**config.mk**
```make
export PLATFORM = sky130hd
export DESIGN_NAME = sound_pwm_driver
export DESIGN_NICKNAME = d
export VERILOG_FILES = /design/src/rtl/sound_pwm_driver.sv
export SDC_FILE = /design/constraint.sdc
export NUM_CORES = 1
export LEC_CHECK = 0
export CAP_MARGIN = 5
export CELL_PAD_IN_SITES_DETAIL_PLACEMENT = 0
export CELL_PAD_IN_SITES_GLOBAL_PLACEMENT = 2
export CORE_ASPECT_RATIO = 0.7
export CORE_MARGIN = 3
export CORE_UTILIZATION = 34
export DETAILED_ROUTE_END_ITERATION = 12
export GPL_ROUTABILITY_DRIVEN = 0
export PLACE_DENSITY = 0.8
export SLEW_MARGIN = 20
export SYNTH_ARGS = -nofsm -noshare
export SYNTH_HDL_FRONTEND = slang
export SYNTH_SLANG_ARGS = --single-unit
```
**constraint.sdc**
```tcl
create_clock -name clk -period 2.35 [get_ports clk]
set_clock_uncertainty 0.15 [all_clocks]
set_input_delay 0.705 -clock clk [delete_from_list [all_inputs] [get_ports clk]]
set_output_delay 0.705 -clock clk [all_outputs]
set_load 0.005 [all_outputs]
```
**src/rtl/sound_pwm_driver.sv**
```systemverilog
// -----------------------------------------------------------------------------
// sound_pwm_driver
//   Sink end of the sound path. Takes N-bit unsigned samples over a valid/ready
//   handshake and renders them as a 1-bit PWM audio pin with a period of
//   2^N ticks, one tick every PRESCALE clocks.
//
//   Double buffered: r_duty drives the current period, r_pend holds the next
//   sample. The swap happens only at a period boundary, so pwm_o never changes
//   duty mid-period.
//
// Parameters
//   N         sample width; PWM period = 2^N ticks
//   PRESCALE  clk cycles per PWM tick (>= 1)
//
// Ports
//   clk             system clock
//   nRst            asynchronous active-low reset
//   enable_i        run request (level)
//   sample_i        unsigned sample / duty value
//   sample_valid_i  sample_i is valid
//   sample_ready_o  pending register empty; transfer on valid && ready
//   pwm_o           registered PWM output
//   period_start_o  1-cycle pulse when duty is (re)loaded
//   underrun_o      1-cycle pulse when a boundary finds no pending sample
//
// Build option
//   UNDERRUN_MIDSCALE_EN  when defined, an underrun loads duty with 2^(N-1)
//                         (DC midpoint, i.e. silence); when undefined the
//                         duty of the previous period is repeated.
// -----------------------------------------------------------------------------
module sound_pwm_driver #(
  parameter int N        = 8,
  parameter int PRESCALE = 4
) (
  input  logic         clk,
  input  logic         nRst,
  input  logic         enable_i,
  input  logic [N-1:0] sample_i,
  input  logic         sample_valid_i,
  output logic         sample_ready_o,
  output logic         pwm_o,
  output logic         period_start_o,
  output logic         underrun_o
);

  // A PRESCALE of 1 still gets a 1-bit counter so the vector is never empty.
  localparam int            PW         = (PRESCALE > 1) ? $clog2(PRESCALE) : 1;
  localparam logic [PW-1:0] PRESC_LAST = PW'(PRESCALE - 1);

`ifdef UNDERRUN_MIDSCALE_EN
  localparam logic [N-1:0]  MIDSCALE   = {1'b1, {(N-1){1'b0}}};
`endif

  typedef enum logic [1:0] {
    IDLE  = 2'd0,  // counters parked, output low
    PRIME = 2'd1,  // waiting for the first sample before starting a period
    RUN   = 2'd2,  // playing, reloading at every boundary
    STOP  = 2'd3   // finishing the current period, then back to IDLE
  } state_t;

  state_t         r_state;
  logic [PW-1:0]  r_presc;
  logic [N-1:0]   r_cnt;
  logic [N-1:0]   r_duty;
  logic [N-1:0]   r_pend;
  logic           r_pend_full;
  logic           r_pwm;
  logic           r_period_start;
  logic           r_underrun;

  logic           w_running;
  logic           w_tick;
  logic           w_boundary;
  logic           w_accept;

  assign w_running  = (r_state == RUN) || (r_state == STOP);
  assign w_tick     = w_running && (r_presc == PRESC_LAST);
  assign w_boundary = w_tick && (r_cnt == '1);

  // Ready comes straight from a flop, so there is no combinational path
  // from sample_valid_i to sample_ready_o.
  assign w_accept       = sample_valid_i && !r_pend_full;
  assign sample_ready_o = !r_pend_full;

  assign pwm_o          = r_pwm;
  assign period_start_o = r_period_start;
  assign underrun_o     = r_underrun;

  // NOTE: all state here is sequential and written with non-blocking (<=)
  // assignments, so every right-hand side sees the values from before the
  // edge; a later assignment to the same register in this block wins.
  always_ff @(posedge clk or negedge nRst) begin
    if (!nRst) begin
      r_state        <= IDLE;
      r_presc        <= '0;
      r_cnt          <= '0;
      r_duty         <= '0;
      // NOTE: the sample holding registers are reset as well; it is only a
      // few flops, and an abort must discard any in-flight sample.
      r_pend         <= '0;
      r_pend_full    <= 1'b0;
      r_pwm          <= 1'b0;
      r_period_start <= 1'b0;
      r_underrun     <= 1'b0;
    end else begin
      r_period_start <= 1'b0;
      r_underrun     <= 1'b0;

      // Registered compare: pwm_o shows the level of the tick held during
      // the previous clock, which keeps the output free of decode glitches.
      r_pwm <= w_running && (r_cnt < r_duty);

      // Tick and PWM counters only move while a period is being played.
      if (w_running) begin
        r_presc <= w_tick ? '0 : r_presc + 1'b1;
        if (w_tick) begin
          r_cnt <= r_cnt + 1'b1;
        end
      end else begin
        r_presc <= '0;
        r_cnt   <= '0;
      end

      // Upstream transfer. It can never collide with a reload below:
      // transfers need the pending slot empty, reloads need it full.
      if (w_accept) begin
        r_pend      <= sample_i;
        r_pend_full <= 1'b1;
      end

      case (r_state)
        IDLE: begin
          if (enable_i) begin
            r_state <= PRIME;
          end
        end

        PRIME: begin
          if (!enable_i) begin
            r_state <= IDLE;
          end else if (r_pend_full) begin
            r_duty         <= r_pend;
            r_pend_full    <= 1'b0;
            r_period_start <= 1'b1;
            r_state        <= RUN;
          end
        end

        RUN: begin
          if (w_boundary) begin
            r_period_start <= 1'b1;
            if (r_pend_full) begin
              r_duty      <= r_pend;
              r_pend_full <= 1'b0;
            end else begin
              r_underrun <= 1'b1;
`ifdef UNDERRUN_MIDSCALE_EN
              r_duty     <= MIDSCALE;
`endif
            end
          end
          if (!enable_i) begin
            r_state <= STOP;
          end
        end

        STOP: begin
          // The period that is running always completes; the pending
          // sample is kept for the next start.
          if (w_boundary) begin
            r_state <= IDLE;
          end else if (enable_i) begin
            r_state <= RUN;
          end
        end

        default: r_state <= IDLE;
      endcase
    end
  end

endmodule

```
# Word level (Yosys, flattened, before mapping)
# Cells that the tools add are included.
# Widths: inputs -> output; s select.
# totals
output_inout_bits	4
reg_bits	32
inputBits	12
word_cells	61
# classes
n_eq_ne	12
muxes	27
addsub	2
reduce_logical	10
magnitude_cmp	1
# ops
cell	count
$mux 8	5
$mux 2	8
$pmux 8 s2	1
$mux 1	10
$add 8x1->8 const B	1
$eq 8x8->1 const B	1
$lt 8x8->1	1
$ne 2x2->1 const B	4
$pmux 2 s4	1
$eq 2x2->1 const B	3
$ne 3x3->1 const B	2
$logic_and 1x1->1	4
$pmux 1 s2	2
$reduce_and 4->1	1
$reduce_and 3->1	1
$add 2x1->2 const B	1
$eq 2x1->1 const B	1
$logic_not 2->1	1
$ne 2x1->1 const B	1
$reduce_bool 2->1	1
$logic_not 1->1	1
$logic_or 1x1->1	1

# Depth between registers and ports, before layout
# depth
word_depth	6
depth_mapped	8
ltp_nobuf	6

# Worst setup path before layout
# OpenSTA, ideal clock, no wires.
# synth_path
path_kind	register to register
startpoint	register r_state[0]
endpoint	register r_duty[0]
path_stages_with_launch	8
synth_period_minus_slack_ps	2265
t_required_ps	2075
setup_time_ps	125
path_buffers	1
arrival_ps	1990
setup_slack_ps	85
path_cell_list	dfrtp_1 -> inv_1 -> ha_1 -> buf_4 -> o211ai_1 -> or3_4 -> a211oi_4 -> mux2_2
# synth_via
elab_chain_cells	6
elab_cells_between_ends	11
cone_classes	5 x eq/ne; 1 x mux; 5 x reduce/logical
# synth_lines
element	line_no	rtl
start: declaration	61	state_t r_state;
start signal: assignment	94	r_state <= IDLE;
start signal: assignment	134	r_state <= PRIME;
start signal: assignment	140	r_state <= IDLE;
$eq 2x2->1 (on tied branches)	76, 131	
$logic_or 1x1->1	76	assign w_running = (r_state == RUN) || (r_state == STOP);
$logic_and 1x1->1	77	assign w_tick = w_running && (r_presc == PRESC_LAST);
$logic_and 1x1->1	78	assign w_boundary = w_tick && (r_cnt == '1);
$ne 2x2->1 (no source line)	n/a	
$reduce_and 3->1 (no source line)	n/a	
end signal: assignment	142	r_duty <= r_pend;
end signal: assignment	153	r_duty <= r_pend;
end: declaration	64	logic [N-1:0] r_duty;
# Parallel ways exist; a longest one is shown, timed or not.
# A chain may end at the register's enable or synchronous reset.

# Worst setup path after layout
# layout_path
startpoint	register r_state[0]
endpoint	register r_duty[3]
# Same word-level chain as after synthesis.

==> results.sh <==
export IMPL_fin_crit_ns=2.22
export IMPL_worstSetupEndpointType="flip-flop"
export IMPL_syn_num_nets=167
export IMPL_drtIter0Drc=63
export IMPL_dieArea_sq_mm=0.00564
export IMPL_root_buffer="clkbuf_8"
export IMPL_instances_no_fill=224
export IMPL_avgSynthCellArea_sq_um=11.5
export IMPL_max_slew_margin_pct=72.2
export IMPL_clkPwrFrac_pct=23.8
export IMPL_status="finished clean"
export IMPL_fin_crit_sh_pct=94.3
export IMPL_setup_viol=0
export IMPL_slew_violations=0
export IMPL_postRouteAntennaNets=0
export IMPL_cts_path_max_buffers=2
export IMPL_whs_ns=0.297
export IMPL_arrival_ns=2.23
export IMPL_maxCapViolCount=0
export IMPL_cts_hold_buf=0
export IMPL_areaGrowthSynthToFinish_pct=23.4
export IMPL_path_cells="inv_2 > ha_1 > o211ai_1 > or3_4 > a211oi_4 > buf_6 > mux2_2"
export IMPL_grt_pass1_vias=1108
export IMPL_final_fill_count=408
export IMPL_grt_start_max_net_pins=33
export IMPL_ir_drop_v=0.000472
export IMPL_powerDensity_mw_per_mm2=1110
export IMPL_fin_nets=194
export IMPL_required_ns=2.37
export IMPL_critPathTopFamily="flip-flops"
export IMPL_p_int_mw=1.51
export IMPL_synth_main_ff_cell="dfrtp_1"
export IMPL_worstSetupStartpoint="r_state[0]"
export IMPL_hpwl_microns=2320
export IMPL_start_util_pct=36.4
export IMPL_synth_warnings=0
export IMPL_synthCells=141
export IMPL_grtUsageTotal_pct=12.8
export IMPL_io_pins=16
export IMPL_synth_top_cell_area_share_pct=49.4
export IMPL_grt_antenna_before_repair=0
export IMPL_rsz0062_at_grt="no"
export IMPL_tightest_slew_ns=0.417
export IMPL_cts_tree="built"
export IMPL_p_sw_share_pct=31.8
export IMPL_clock_insertion_delay_worst_skew_ns=0.28
export IMPL_cpPeakStageDelay_ns=0.41
export IMPL_synthesis_area_sq_mm=0.00162
export IMPL_hold_viol=0
export IMPL_pwr_share_comb_pct=36.8
export IMPL_vias=1090
export IMPL_synthTopCellsByArea="dfrtp_1 49%, mux2_2 12%, ha_1 11%, nor2_1 3.2%, inv_1 2.5%"
export IMPL_ys_seq_area_share_pct=49.4
export IMPL_synth_most_common_cell="dfrtp_1"
export IMPL_hold_start="r_presc[0]"
export IMPL_grt_pass1_wl_microns=5530
export IMPL_first_pass_iters=4
export IMPL_critPathBufInv=2
export IMPL_wl_per_cell_microns=13.9
export IMPL_drive_gt1_share_pct=23.7
export IMPL_cts_buffers=5
export IMPL_port_buffers=15
export IMPL_synth_common_cells="32 x dfrtp_1, 17 x mux2_2, 14 x ha_1, 14 x nor2_1, 11 x inv_1"
export IMPL_clock_sinks=32
export IMPL_seq_power_share_pct=39.4
export IMPL_reg2reg_from="r_state[0]"
export IMPL_ys_types=31
export IMPL_diodes=0
export IMPL_async_reset_ff_share_pct=100
export IMPL_crit_path_start_kind="flip-flop"
export IMPL_grt_overflow_total=0
export IMPL_power_leakage_nw=0.898
export IMPL_fin_setup_tns_ns=0
export IMPL_synth_edf_count=0
export IMPL_fmax_mhz=451
export IMPL_power_switching_uw=707
export IMPL_min_path_type="reg2reg"
export IMPL_dieHeight_microns=63.8
export IMPL_wl_microns=3100
export IMPL_slowest_stage="dfrtp_1"
export IMPL_die_width_microns=88.5
export IMPL_crit_type="reg2reg"
export IMPL_rows=20
export IMPL_dp_cells=216
export IMPL_clkSlewWorstSetupHoldPaths_ns=0.07
export IMPL_worstPathMaxFanout=8
export IMPL_synth_largest_area_cell="dfrtp_1"
export IMPL_ys_ff_latch=32
export IMPL_core_area_sq_mm=0.00445
export IMPL_drt_vias_per_instance=4.87
export IMPL_drc_errors=0
export IMPL_cts_max_level=2
## power groups by stage
stage	Sequential [mW]	Clock (mW)	Combinational (mW)
floorplan	0.848	0	0.573
global placement	0.874	0	0.776
detailed placement	0.887	0	0.820
CTS	0.876	0.542	0.824
global route	0.900	0.577	0.923
finish	0.875	0.527	0.817
## metal layers
layer / wire, microns / GRT usage, %
met5: 0 / 0
met4: 30 / 3.96
met3: 103 / 4.25
met2: 1340 / 17.2
met1: 1630 / 19.3
## kinds of logic after synthesis
group / Yosys count / share of synthesized area (%)
compound gates: 22 / 9.19
xor+xnor: 5 / 2.70
fa+ha+maj: 14 / 10.8
buf+inv: 15 / 3.94
flops: 32 / 49.4
mux: 19 / 13.1
simple gates: 34 / 10.9
## placed cells by master (no fill, tap or decap), types with 2 or more instances in the layout
cell type        instances
clkbuf_8                 5
inv_1                   10
a21oi_1                  8
nor2b_1                  3
nand3_1                  2
ha_1                    14
mux2i_1                  2
a21boi_0                 2
nand2_1                  4
buf_4                    8
clkdlybuf4s50_1         15
nor3_1                   2
nand3_2                  2
xnor2_1                  2
dfrtp_1                 32
nand4_1                  3
xor2_1                   3
nor2_1                  14
mux2_2                  17
o21ai_0                  4
## metrics by stage
stage               power [mW]  utilization [%]  instance area [sq um]  setup slack [ns]
finish                    2.22             44.9                   2000             0.134
CTS                       2.24             44.8                   2000            0.0471
global route              2.40             44.9                   2000            0.0385
floorplan                 1.42                -                   1620            0.0849
detailed placement        1.71             42.3                   1880            -0.144
global placement          1.65             42.3                   1880           -0.0886
## flip-flops by register name, indices dropped and copies added (netlist names)
register        flops
r_pend_full         1
r_cnt               8
pwm_o               1
r_presc             2
r_state             2
underrun_o          1
r_pend              8
period_start_o      1
r_duty              8
## area by class of cell
class / count / area (sq um) / share of cell area (%)
flip-flops and latches: 32 / 801 / 40.1
multi-input cells: 94 / 756 / 37.8
repair buffers: 24 / 221 / 11.1
clock buffers: 5 / 68.8 / 3.44
well taps: 55 / 68.8 / 3.44
clock inverters: 3 / 42.5 / 2.13
inverters: 11 / 41.3 / 2.07
## what timing repair did
item / CTS / global route
buffers inserted: 0 / 0
setup endpoints to repair: 0 / 8
resized for setup: 0 / 2
endpoints found under the hold margin: 0 / 0
## worst paths after layout
check / to / slack, ns / cells past startpoint
setup / recovery: r_duty[3] / 0.13 / 7
hold / removal: r_presc[0] / 0.30 / 1
setup reg to reg: r_duty[3] / 0.13 / 7
hold reg to reg: r_presc[0] / 0.30 / 1
max in group asynchronous: pwm_o / 1.08 / 2
min in group asynchronous: r_duty[0] / 0.67 / 2
Power figures use the tool's default switching activity.
